--- config.mk ---
export PLATFORM = sky130hd
export DESIGN_NAME = regfile_rename
export DESIGN_NICKNAME = d
export VERILOG_FILES = /design/src/rtl/regfile_rename.sv
export SDC_FILE = /design/constraint.sdc
export NUM_CORES = 2
export LEC_CHECK = 0
export CAP_MARGIN = 20
export CORE_MARGIN = 2
export CORE_UTILIZATION = 45
export DETAILED_ROUTE_END_ITERATION = 10
export HOLD_SLACK_MARGIN = 0.15
export PLACE_DENSITY = 0.71
export SLEW_MARGIN = 40
export SYNTH_ARGS = -nofsm -noshare
export SYNTH_HDL_FRONTEND = slang
export SYNTH_SLANG_ARGS = --single-unit
--- constraint.sdc ---
create_clock -name clk -period 6.23 [get_ports clk]
set_clock_uncertainty 0.2 [all_clocks]
set_input_delay 1.5575 -clock clk [delete_from_list [all_inputs] [get_ports clk]]
set_output_delay 1.5575 -clock clk [all_outputs]
set_load 0.02 [all_outputs]
--- src/rtl/regfile_rename.sv ---
// Architectural register file with rename table: committed values plus per-register
// busy bit and youngest in-flight ROB tag, with commit bypass on decode lookups.
module regfile_rename #(
  parameter int unsigned XLEN     = 32,
  parameter int unsigned REG_BITS = 5,
  parameter int unsigned ROB_BITS = 4
) (
  input  logic                clk,
  input  logic                rst,
  input  logic                rdy,
  input  logic                flush,
  input  logic [REG_BITS-1:0] rs1,
  input  logic [REG_BITS-1:0] rs2,
  output logic                rs1_busy,
  output logic                rs2_busy,
  output logic [XLEN-1:0]     rs1_val,
  output logic [XLEN-1:0]     rs2_val,
  output logic [ROB_BITS-1:0] rs1_tag,
  output logic [ROB_BITS-1:0] rs2_tag,
  input  logic                upd_flag,
  input  logic [ROB_BITS-1:0] upd_idx,
  input  logic [REG_BITS-1:0] upd_rd,
  input  logic                write_flag,
  input  logic [ROB_BITS-1:0] write_idx,
  input  logic [REG_BITS-1:0] write_rd,
  input  logic [XLEN-1:0]     new_val
);

  localparam int unsigned NumRegs = 1 << REG_BITS;

  logic [NumRegs-1:0][XLEN-1:0]     val_q;
  logic [NumRegs-1:0]               busy_q;
  logic [NumRegs-1:0][ROB_BITS-1:0] tag_q;

  logic commit_en;
  logic rename_en;

  assign commit_en = write_flag && (write_rd != '0);
  assign rename_en = upd_flag && (upd_rd != '0) && !flush;

  always_ff @(posedge clk) begin
    if (rst) begin
      val_q  <= '0;
      busy_q <= '0;
      tag_q  <= '0;
    end else if (rdy) begin
      if (commit_en) begin
        val_q[write_rd] <= new_val;
        if (tag_q[write_rd] == write_idx) begin
          busy_q[write_rd] <= 1'b0;
        end
      end
      // Later assignments win: flush beats everything, rename beats the commit clear.
      if (flush) begin
        busy_q <= '0;
      end else if (rename_en) begin
        busy_q[upd_rd] <= 1'b1;
        tag_q[upd_rd]  <= upd_idx;
      end
    end
  end

  always_comb begin
    rs1_busy = 1'b0;
    rs1_val  = '0;
    rs1_tag  = '0;
    if (rs1 != '0) begin
      rs1_busy = busy_q[rs1];
      rs1_val  = val_q[rs1];
      rs1_tag  = tag_q[rs1];
      if (write_flag && (write_rd == rs1) && busy_q[rs1] && (tag_q[rs1] == write_idx)) begin
        rs1_busy = 1'b0;
        rs1_val  = new_val;
      end
    end
  end

  always_comb begin
    rs2_busy = 1'b0;
    rs2_val  = '0;
    rs2_tag  = '0;
    if (rs2 != '0) begin
      rs2_busy = busy_q[rs2];
      rs2_val  = val_q[rs2];
      rs2_tag  = tag_q[rs2];
      if (write_flag && (write_rd == rs2) && busy_q[rs2] && (tag_q[rs2] == write_idx)) begin
        rs2_busy = 1'b0;
        rs2_val  = new_val;
      end
    end
  end

endmodule

# --- Word-level counts from Yosys, hierarchy flattened ---
# Index checks and enable logic that the tools add are counted.
totals:
  register_bits: 1184
classes:
  magnitude_cmp: 6
  eq_ne: 5
  muxes: 40
  n_bitwise: 4
  reduce_logical: 18
ops:
  columns: ["operator", "count"]
  rows:
  - ["bitwise mux 1024 bit", 1]
  - ["2-to-1 mux 32 bit", 13]
  - ["binary-select mux 32 bit (select 5 bit)", 2]
  - ["demux 32 bit (select 5 bit)", 1]
  - ["bitwise mux 128 bit", 1]
  - ["binary-select mux 4 bit (select 5 bit)", 3]
  - ["AND 32 bit", 1]
  - ["NOT 32 bit", 1]
  - ["OR 32 bit", 1]
  - ["less-than comparator 5 x 6 -> 1 bit (second input constant)", 4]
  - ["2-to-1 mux 4 bit", 6]
  - ["demux 4 bit (select 5 bit)", 1]
  - ["nonzero test 5 bit", 4]
  - ["== test 4 bit", 3]
  - ["logical AND 1 bit", 11]
  - ["binary-select mux 1 bit (select 5 bit)", 2]
  - ["demux 1 bit (select 5 bit)", 2]
  - ["== test 5 bit", 2]
  - [">= comparator 5 x 1 -> 1 bit (second input constant)", 2]
  - ["2-to-1 mux 1 bit", 8]
  - ["AND reduction 3 bit", 1]
  - ["AND reduction 2 bit", 1]
  - ["zero test 1 bit", 1]
  - ["NOT 1 bit", 1]

# --- Logic depth before layout (Yosys ltp) ---
logic_depth:
  ltp_word: 13
  depth_mapped: 13

# --- Worst setup path after synthesis ---
# No wires, ideal clock.
synth_path:
  path_kind: "in2out"
  startpoint: "input rs1[0]"
  endpoint: "output rs1_busy"
  t_arrival_ps: 4100
  setup_slack_ps: 373
  stages: 10
  n_path_buf: 4
  cell_sequence: "buf_4 > buf_6 > mux4_2 > mux4_2 > mux2i_1 > xnor2_1 > buf_4 > buf_2 > nor2_1 > nor3_1"
synth_between:
  elab_chain_len: 6
  elab_cells_between_ends: 12
synth_rtl:
  columns: ["element", "line_no", "source"]
  rows:
  - ["start, declared", "12", "input logic [REG_BITS-1:0] rs1,"]
  - ["binary-select mux 4 bit (select 5 bit) (tied with other cells)", "71", "if (write_flag && (write_rd == rs1) && busy_q[rs1] && (tag_q[rs1] == write_idx)) begin"]
  - ["2-to-1 mux 4 bit (not written as such) (tied with other cells)", "71", null]
  - ["== test 4 bit / logical AND 1 bit (equally long branches)", "71", null]
  - ["logical AND 1 bit", "71", null]
  - ["2-to-1 mux 1 bit", "71", null]
  - ["2-to-1 mux 1 bit (*)", "67", "if (rs1 != '0) begin"]
  - ["end, declared", "14", "output logic rs1_busy,"]
# Mark *: on every way between the ends. The rest lies on a longest branch, timed or not. The select of a mux whose other input is x is not followed.

# --- Final worst setup path ---
layout_path:
  startpoint: "input rs1[1]"
  endpoint: "output rs1_val[25]"
layout_between:
  elab_chain_len: 6
  elab_cells_between_ends: 14
layout_rtl:
  columns: ["element", "line_no", "source"]
  rows:
  - ["binary-select mux 4 bit (select 5 bit) (tied with other cells)", "71", null]
  - ["2-to-1 mux 4 bit (not written as such) (tied with other cells)", "71", null]
  - ["== test 4 bit / logical AND 1 bit (equally long branches)", "71", null]
  - ["logical AND 1 bit", "71", null]
  - ["2-to-1 mux 32 bit", "71", null]
  - ["2-to-1 mux 32 bit (*)", "67", null]
  - ["end, declared", "16", "output logic [XLEN-1:0] rs1_val,"]
# Marks and branches as above.

==> results.toml <==
[run_status]
status = "complete, no violations"

[setup_path]
slowest_delay_ps = 470
critPathTopFamily = "buffers and inverters"
slowest_stage = "mux4_2"
path_class = "input pin to output pin"
arrival_ps = 4440
critPathMaxFanout = 33
crit_buf_inv = 5
endpoint_kind = "output pin"
critPathRequiredTime_ps = 4470
r2r_start = "tag_q[13]$_SDFFE_PP0P_"
critPathLaunch = "rs1[1]"
worstSetupStartpointType = "input pin"
crit_chain = "buf_8, buf_12, buf_12, buf_4, mux4_2, mux4_2, mux2i_1, o21ai_1, o311a_1, dlygate4sd2_1"

[drt]
via_count = 55800
drtIter0Drc = 8758
drtPass1Iterations = 7
wl_per_cell_um = 27.6
drc = 0
ant_nets = 0
wl_um = 232000
viasPerCell = 6.63

[final_layout]
num-fill-cells = 11900
multi_input_area_mm2 = 0.0361
drive_above_1_share_pct = 21.8
layout.nets = 6585
seq_area_mm2 = 0.0237
area.growth.synth_to_final_pct = 15.3
stdcell_count = 8414
fin_util_pct = 52.2

[placed_design]
globalplace.congestion = 0.936
dp_cells = 8177
place_hpwl_um = 140000
io_buffers = 139
pre_cts_slack_ps = -373

[sta]
max_freq_ghz = 0.161
min_period_ps = 6190
setup_ws_ps = 35.2
hold_viol = 0
fin_crit_sh_pct = 99.4
fin_hold_ws_ps = 265
finalSetupViolCount = 0
worst_pin_slew_ps = 981
totalNegativeSetupSlack_ps = 0
max_slew_margin_pct = 34.4
drv_slew = 0

[flow_run]
cap_viol_max_count = 0

[synth]
netlist_area_mm2 = 0.0623
synth_area_leaders = "dfxtp_1, mux4_2, nand2_1"
synth_edf_count = 0
syn_area_per_cell_um2 = 9.45
yosysTopAreaCell = "dfxtp_1"
synth_ff_type = "dfxtp_1"
synth_cell_types = 47
synth-async-reset-ratio_pct = 0
syn_inst = 6591
ys_seq_area_share_pct = 38.1
yosysWarnings = 0
synth_top_area_share_pct = 38.1
syn_nets = 6657
synth_seq_cells = 1184

[clock_tree]
cts_hold_buffers = 0
cts_buffer_depth = 3
cts_tree = "done"
root_buffer = "clkbuf_16"
htreeDepth = 4
numCtsBuffers = 131
clkLatencyLatePin_ps = 780
clock-sinks = 1184
clkSlewWorstSetupHoldPaths_ps = 50

[global_routing]
antenna_found_initial = 5
grt_pass1_wl_um = 341000
grt_pass1_vias = 54000
grt_overflow = 0
grt_max_degree = 173
grt_usage_pct = 32.1

[floorplanning]
core-area_mm2 = 0.137
dieArea_mm2 = 0.141
die_x_um = 376
initial_core_util_pct = 45.3
rows = 136
die_y_um = 376
ioPinCount = 140

[pwr]
ir_drop_mv = 0.279
power.density_mw_per_mm2 = 239
p_leak_nw = 24.6

[min_path]
hold_start = "val_q[717]$_SDFFE_PP0P_"
hp-class = "register to register"
-- area by class of cell --
cell class / count / share of cell area (%)
multi-input combinational: 4693 / 50.2
sequential: 1184 / 33.0
timing repair buffer: 505 / 7.28
clock buffer: 183 / 5.36
tap: 1794 / 3.13
clock inverter: 49 / 0.943
inverter: 4 / 0.0279
antenna: 2 / 0.00697
-- cell usage after synthesis (4+ instances only) --
| master | count |
|---|---|
| o21ai_1 | 25 |
| dfxtp_1 | 1184 |
| o211a_1 | 32 |
| clkbuf_1 | 542 |
| o2111ai_1 | 4 |
| mux4_2 | 734 |
| or4_1 | 7 |
| nand4_1 | 8 |
| buf_6 | 14 |
| buf_2 | 83 |
| nand3b_1 | 7 |
| and2_1 | 5 |
| o22ai_1 | 10 |
| nand2_1 | 2116 |
| nor3_1 | 7 |
| a21oi_1 | 1012 |
| nor3b_1 | 5 |
| o311ai_0 | 8 |
| nor4_1 | 7 |
| nand3_1 | 44 |
| clkbuf_2 | 28 |
| o311a_1 | 32 |
| buf_1 | 36 |
| o21ai_0 | 7 |
| mux2i_1 | 248 |
| or3b_2 | 14 |
| a22oi_1 | 27 |
| nor2b_1 | 63 |
| buf_4 | 7 |
| xnor2_1 | 7 |
| nor2_1 | 178 |
| o211ai_1 | 28 |
| o21bai_1 | 14 |
| xor2_1 | 14 |
| nand2b_1 | 11 |
-- worst min-delay path: stages, from the launching register on --
cell	delay, ps
dfxtp_1	310
nand2_1	50
a21oi_1	50
-- what timing repair did --
item | CTS | global route
cloned | 1 | 1
resized for setup | 74 | 53
setup buffers | 1 | 0
endpoints found under the setup margin | 63 | 47
pin swaps | 2 | 0
-- routing by layer --
layer  track usage [%]  up-vias  part of all wire (%)
met5             0.103        -                0.0086
met3              10.4     1108                    15
met1              39.9    27000                    34
li1                  -    23200                     -
met2              47.8     4512                    44
met4              21.5        2                   7.6
-- cell usage in the layout, fill, tap and decap left out, types with 13 or more instances in the layout --
master	synthesis	routed
mux4_2	734	734
nor2_4	0	32
nand2_2	0	28
o211ai_1	28	28
clkbuf_8	0	33
o21bai_1	14	14
nor2b_1	63	63
clkdlybuf4s15_1	0	17
a21oi_1	1012	1012
o311a_1	32	31
clkinv_2	0	22
or3b_2	14	14
dlygate4sd2_1	0	34
nand2_1	2116	2084
o21ai_1	25	27
clkbuf_16	0	134
nand3_1	44	43
mux2i_1	248	243
o211a_1	32	32
dfxtp_1	1184	1184
clkbuf_1	542	17
buf_4	7	279
nor2_1	178	145
buf_12	0	83
xor2_1	14	13
a22oi_1	27	27
clkdlybuf4s50_1	0	58
-- final timing paths --
path                                   to  slack, ps  depth (start not counted)
setup / recovery              rs1_val[25]         40                         10
hold / removal    val_q[717]$_SDFFE_PP0P_        260                          2
setup reg to reg   busy_q[4]$_SDFFE_PP0P_       3110                          7
hold reg to reg   val_q[717]$_SDFFE_PP0P_        260                          2
-- power by group --
part           internal [mW]  switching (mW)
combinational          0.497           0.866
clock                   4.77            3.40
sequential              7.60          0.0228
total                   12.9            4.29
-- metrics by stage --
step	power, mW	instance area [um2]
2_1_floorplan	8.61	62300
3_3_place_gp	9.09	67100
3_5_place_dp	9.11	67200
4_1_cts	17.1	71700
5_1_grt	17.5	71800
6_report	17.2	71800
-- cells by family after synthesis --
| logic type | share of synthesized area [%] |
|---|---|
| flip-flops | 38.1 |
| buffers and inverters | 4.74 |
| multiplexers | 30.5 |
| AO/OA/AOI/OAI | 10.6 |
| AND/OR/NAND/NOR | 15.7 |
| XOR/XNOR | 0.295 |
-- flip-flops by register name (all words and copies together) (netlist names) --
name,cells
val_q,1024
busy_q,32
tag_q,128
Power figures use the tool's default switching activity.
==> variant: new RTL, same settings <==
Reset style: asynchronous (`rst`), changed in one clocked block.
--- a/src/rtl/regfile_rename.sv
+++ b/src/rtl/regfile_rename.sv
@@ -38,7 +38,7 @@
   assign commit_en = write_flag && (write_rd != '0);
   assign rename_en = upd_flag && (upd_rd != '0) && !flush;
 
-  always_ff @(posedge clk) begin
+  always_ff @(posedge clk or posedge rst) begin
     if (rst) begin
       val_q  <= '0;
       busy_q <= '0;
Function: not settled (the Yosys comparison gave no result); the edit may change what the design does.
==> variant against the original RTL <==
The flow now finishes with violations (DRC). Core utilization barely moved. Worst setup slack gained 0.029 ns. Final cell count fell by 26%. Final area increased by 4.4%. Wire length down 17%. Sequential cell count unchanged. Synthesized cell count down 37%. Synthesized area rose by 4.7%. Fmax grew 0.47%. Largest cell class unchanged. Highest routed layer unchanged.
Power is not compared: it rests on default switching activity, and its combinational part moved more than twofold at a synthesized area within 25%.
==> variant: results (changes against the original RTL) <==
| Metric | Value |
|---|---|
| Kind of cell adding the most delay to the critical path | multiplexers (was buffers and inverters) |
| Number of fill cells | 11700 (was 11900) |
| Commonest cells post-synth | dfrtp_1 (1184), mux2_2 (1119), mux4_2 (755) (was nand2_1 (2116), dfxtp_1 (1184), a21oi_1 (1012)) |
| Global-route wire length before repair | 288000 µm (was 341000 µm) |
| WP data arrival | 4.41 ns (was 4.44 ns) |
| Reg-to-Reg End | busy_q[10]$_DFFE_PP0P_ (was busy_q[4]$_SDFFE_PP0P_) |
| WHS Path Cells | 0 (was 2) |
| Crit Reg-Reg Startpoint | tag_q[61]$_DFFE_PP0P_ (was tag_q[13]$_SDFFE_PP0P_) |
| Post-DP Area | 0.0701 mm² (was 0.0672 mm²) |
| DRC viols | 10 (was 0) |
| Final hold slack | 0.194 ns (was 0.265 ns) |
| R2R depth | 8 (was 7) |
| Area grow syn2layout | 15.0% (was 15.3%) |
| Antenna violations before repair | 7 (was 5) |
| Register area share after synthesis | 45.4% (was 38.1%) |
| Synth Flop Type | dfrtp_1 (was dfxtp_1) |
| Crit path capture | rs2_val[3] (was rs1_val[25]) |
| Hold wc startpoint | val_q[14]$_DFFE_PP0P_ (was val_q[717]$_SDFFE_PP0P_) |
| Synth Area in Compound Gates | 1.89% (was 10.6%) |
| Asr flop ratio synth | 100% (was 0%) |
| Synth unique cells | 56 (was 47) |
| Post-CTS Resized | 215 (was 74) |
| Sw power | 5.55 mW |
| Final nets | 4321 (was 6585) |
| Slew @ Worst Pin | 0.904 ns (was 0.981 ns) |
| Slowest CP cell | mux4_2 (unchanged) |
| Drt via density | 6.56 (was 6.63) |
| Largest net degree at the start of global routing | 146 (was 173) |
| Hold endpoint | val_q[14]$_DFFE_PP0P_ (was val_q[717]$_SDFFE_PP0P_) |
| Setup repair bufs after CTS | 6 (was 1) |
| Failing checks | DRC |
| Final worst-path cycle share | 99.0% (was 99.4%) |
| Tot GR Track Use | 26.4% (was 32.1%) |
| Post-synthesis xor/xnor area fraction | 0.242% (was 0.295%) |
| Outcome | finished, violations left (was completed) |
| Place WS | -0.551 ns (was -0.373 ns) |
| Hpwl dp | 116000 µm (was 140000 µm) |
| Crit path largest cell delay | 0.50 ns (was 0.47 ns) |
| Skew-Pair Late Insertion Delay | 0.78 ns (about the same) |
| Post-synthesis mux area share | 46.8% (was 30.5%) |
| Post-Route WL | 193000 µm (was 232000 µm) |
| DR iter-0 viols | 4229 (was 8758) |
| Post-Place Cells | 6000 (was 8177) |
| Vias in the first global route | 42600 (was 54000) |
| Port Buf Inserts | 139 (unchanged) |
| DR pass1 iterations | 8 (was 7) |
| R2r setup slk | 3.28 ns (was 3.11 ns) |
| Critical Path Start | rs2[0] (was rs1[1]) |
| GPL Wtd Cong | 0.874 (was 0.936) |
| Share of post-route cells with drive strength above 1 | 57.9% (was 21.8%) |
| Syn Inst Count | 4174 (was 6591) |
| Worst-path fanout max | 8 (was 33) |
## variant: cell count changes in the layout (fill, tap and decap cells not counted), sizes merged, moves of 33 or more
cell | unedited run | this run
a21oi | 1012 | 36
dfrtp | 0 | 1184
dfxtp | 1184 | 0
mux2 | 0 | 1119
mux2i | 248 | 88
nand2 | 2116 | 100
nand3 | 44 | 11
nor2 | 178 | 64
nor2b | 63 | 18
o31ai | 0 | 33
## variant: cell type report
class                      count  share of cell area, %
antenna                        1                0.00334
clock buffer                 189                   5.11
clock inverter                44                  0.691
inverter                      11                 0.0618
multi-input combinational   2493                   45.4
sequential                  1184                   39.5
tap                         1903                   3.18
timing repair buffer         432                   6.01
## variant: layer usage
layer  wire, µm  track usage, %  share of wire [%]  vias to the layer above
met2      92900            41.7                 48                     1817
met5         38               0              0.020                        -
met3      15900            6.27                8.3                      412
met1      76600            35.7                 40                    22400
met4       7270            9.69                3.8                        6
li1           -               -                  -                    16500
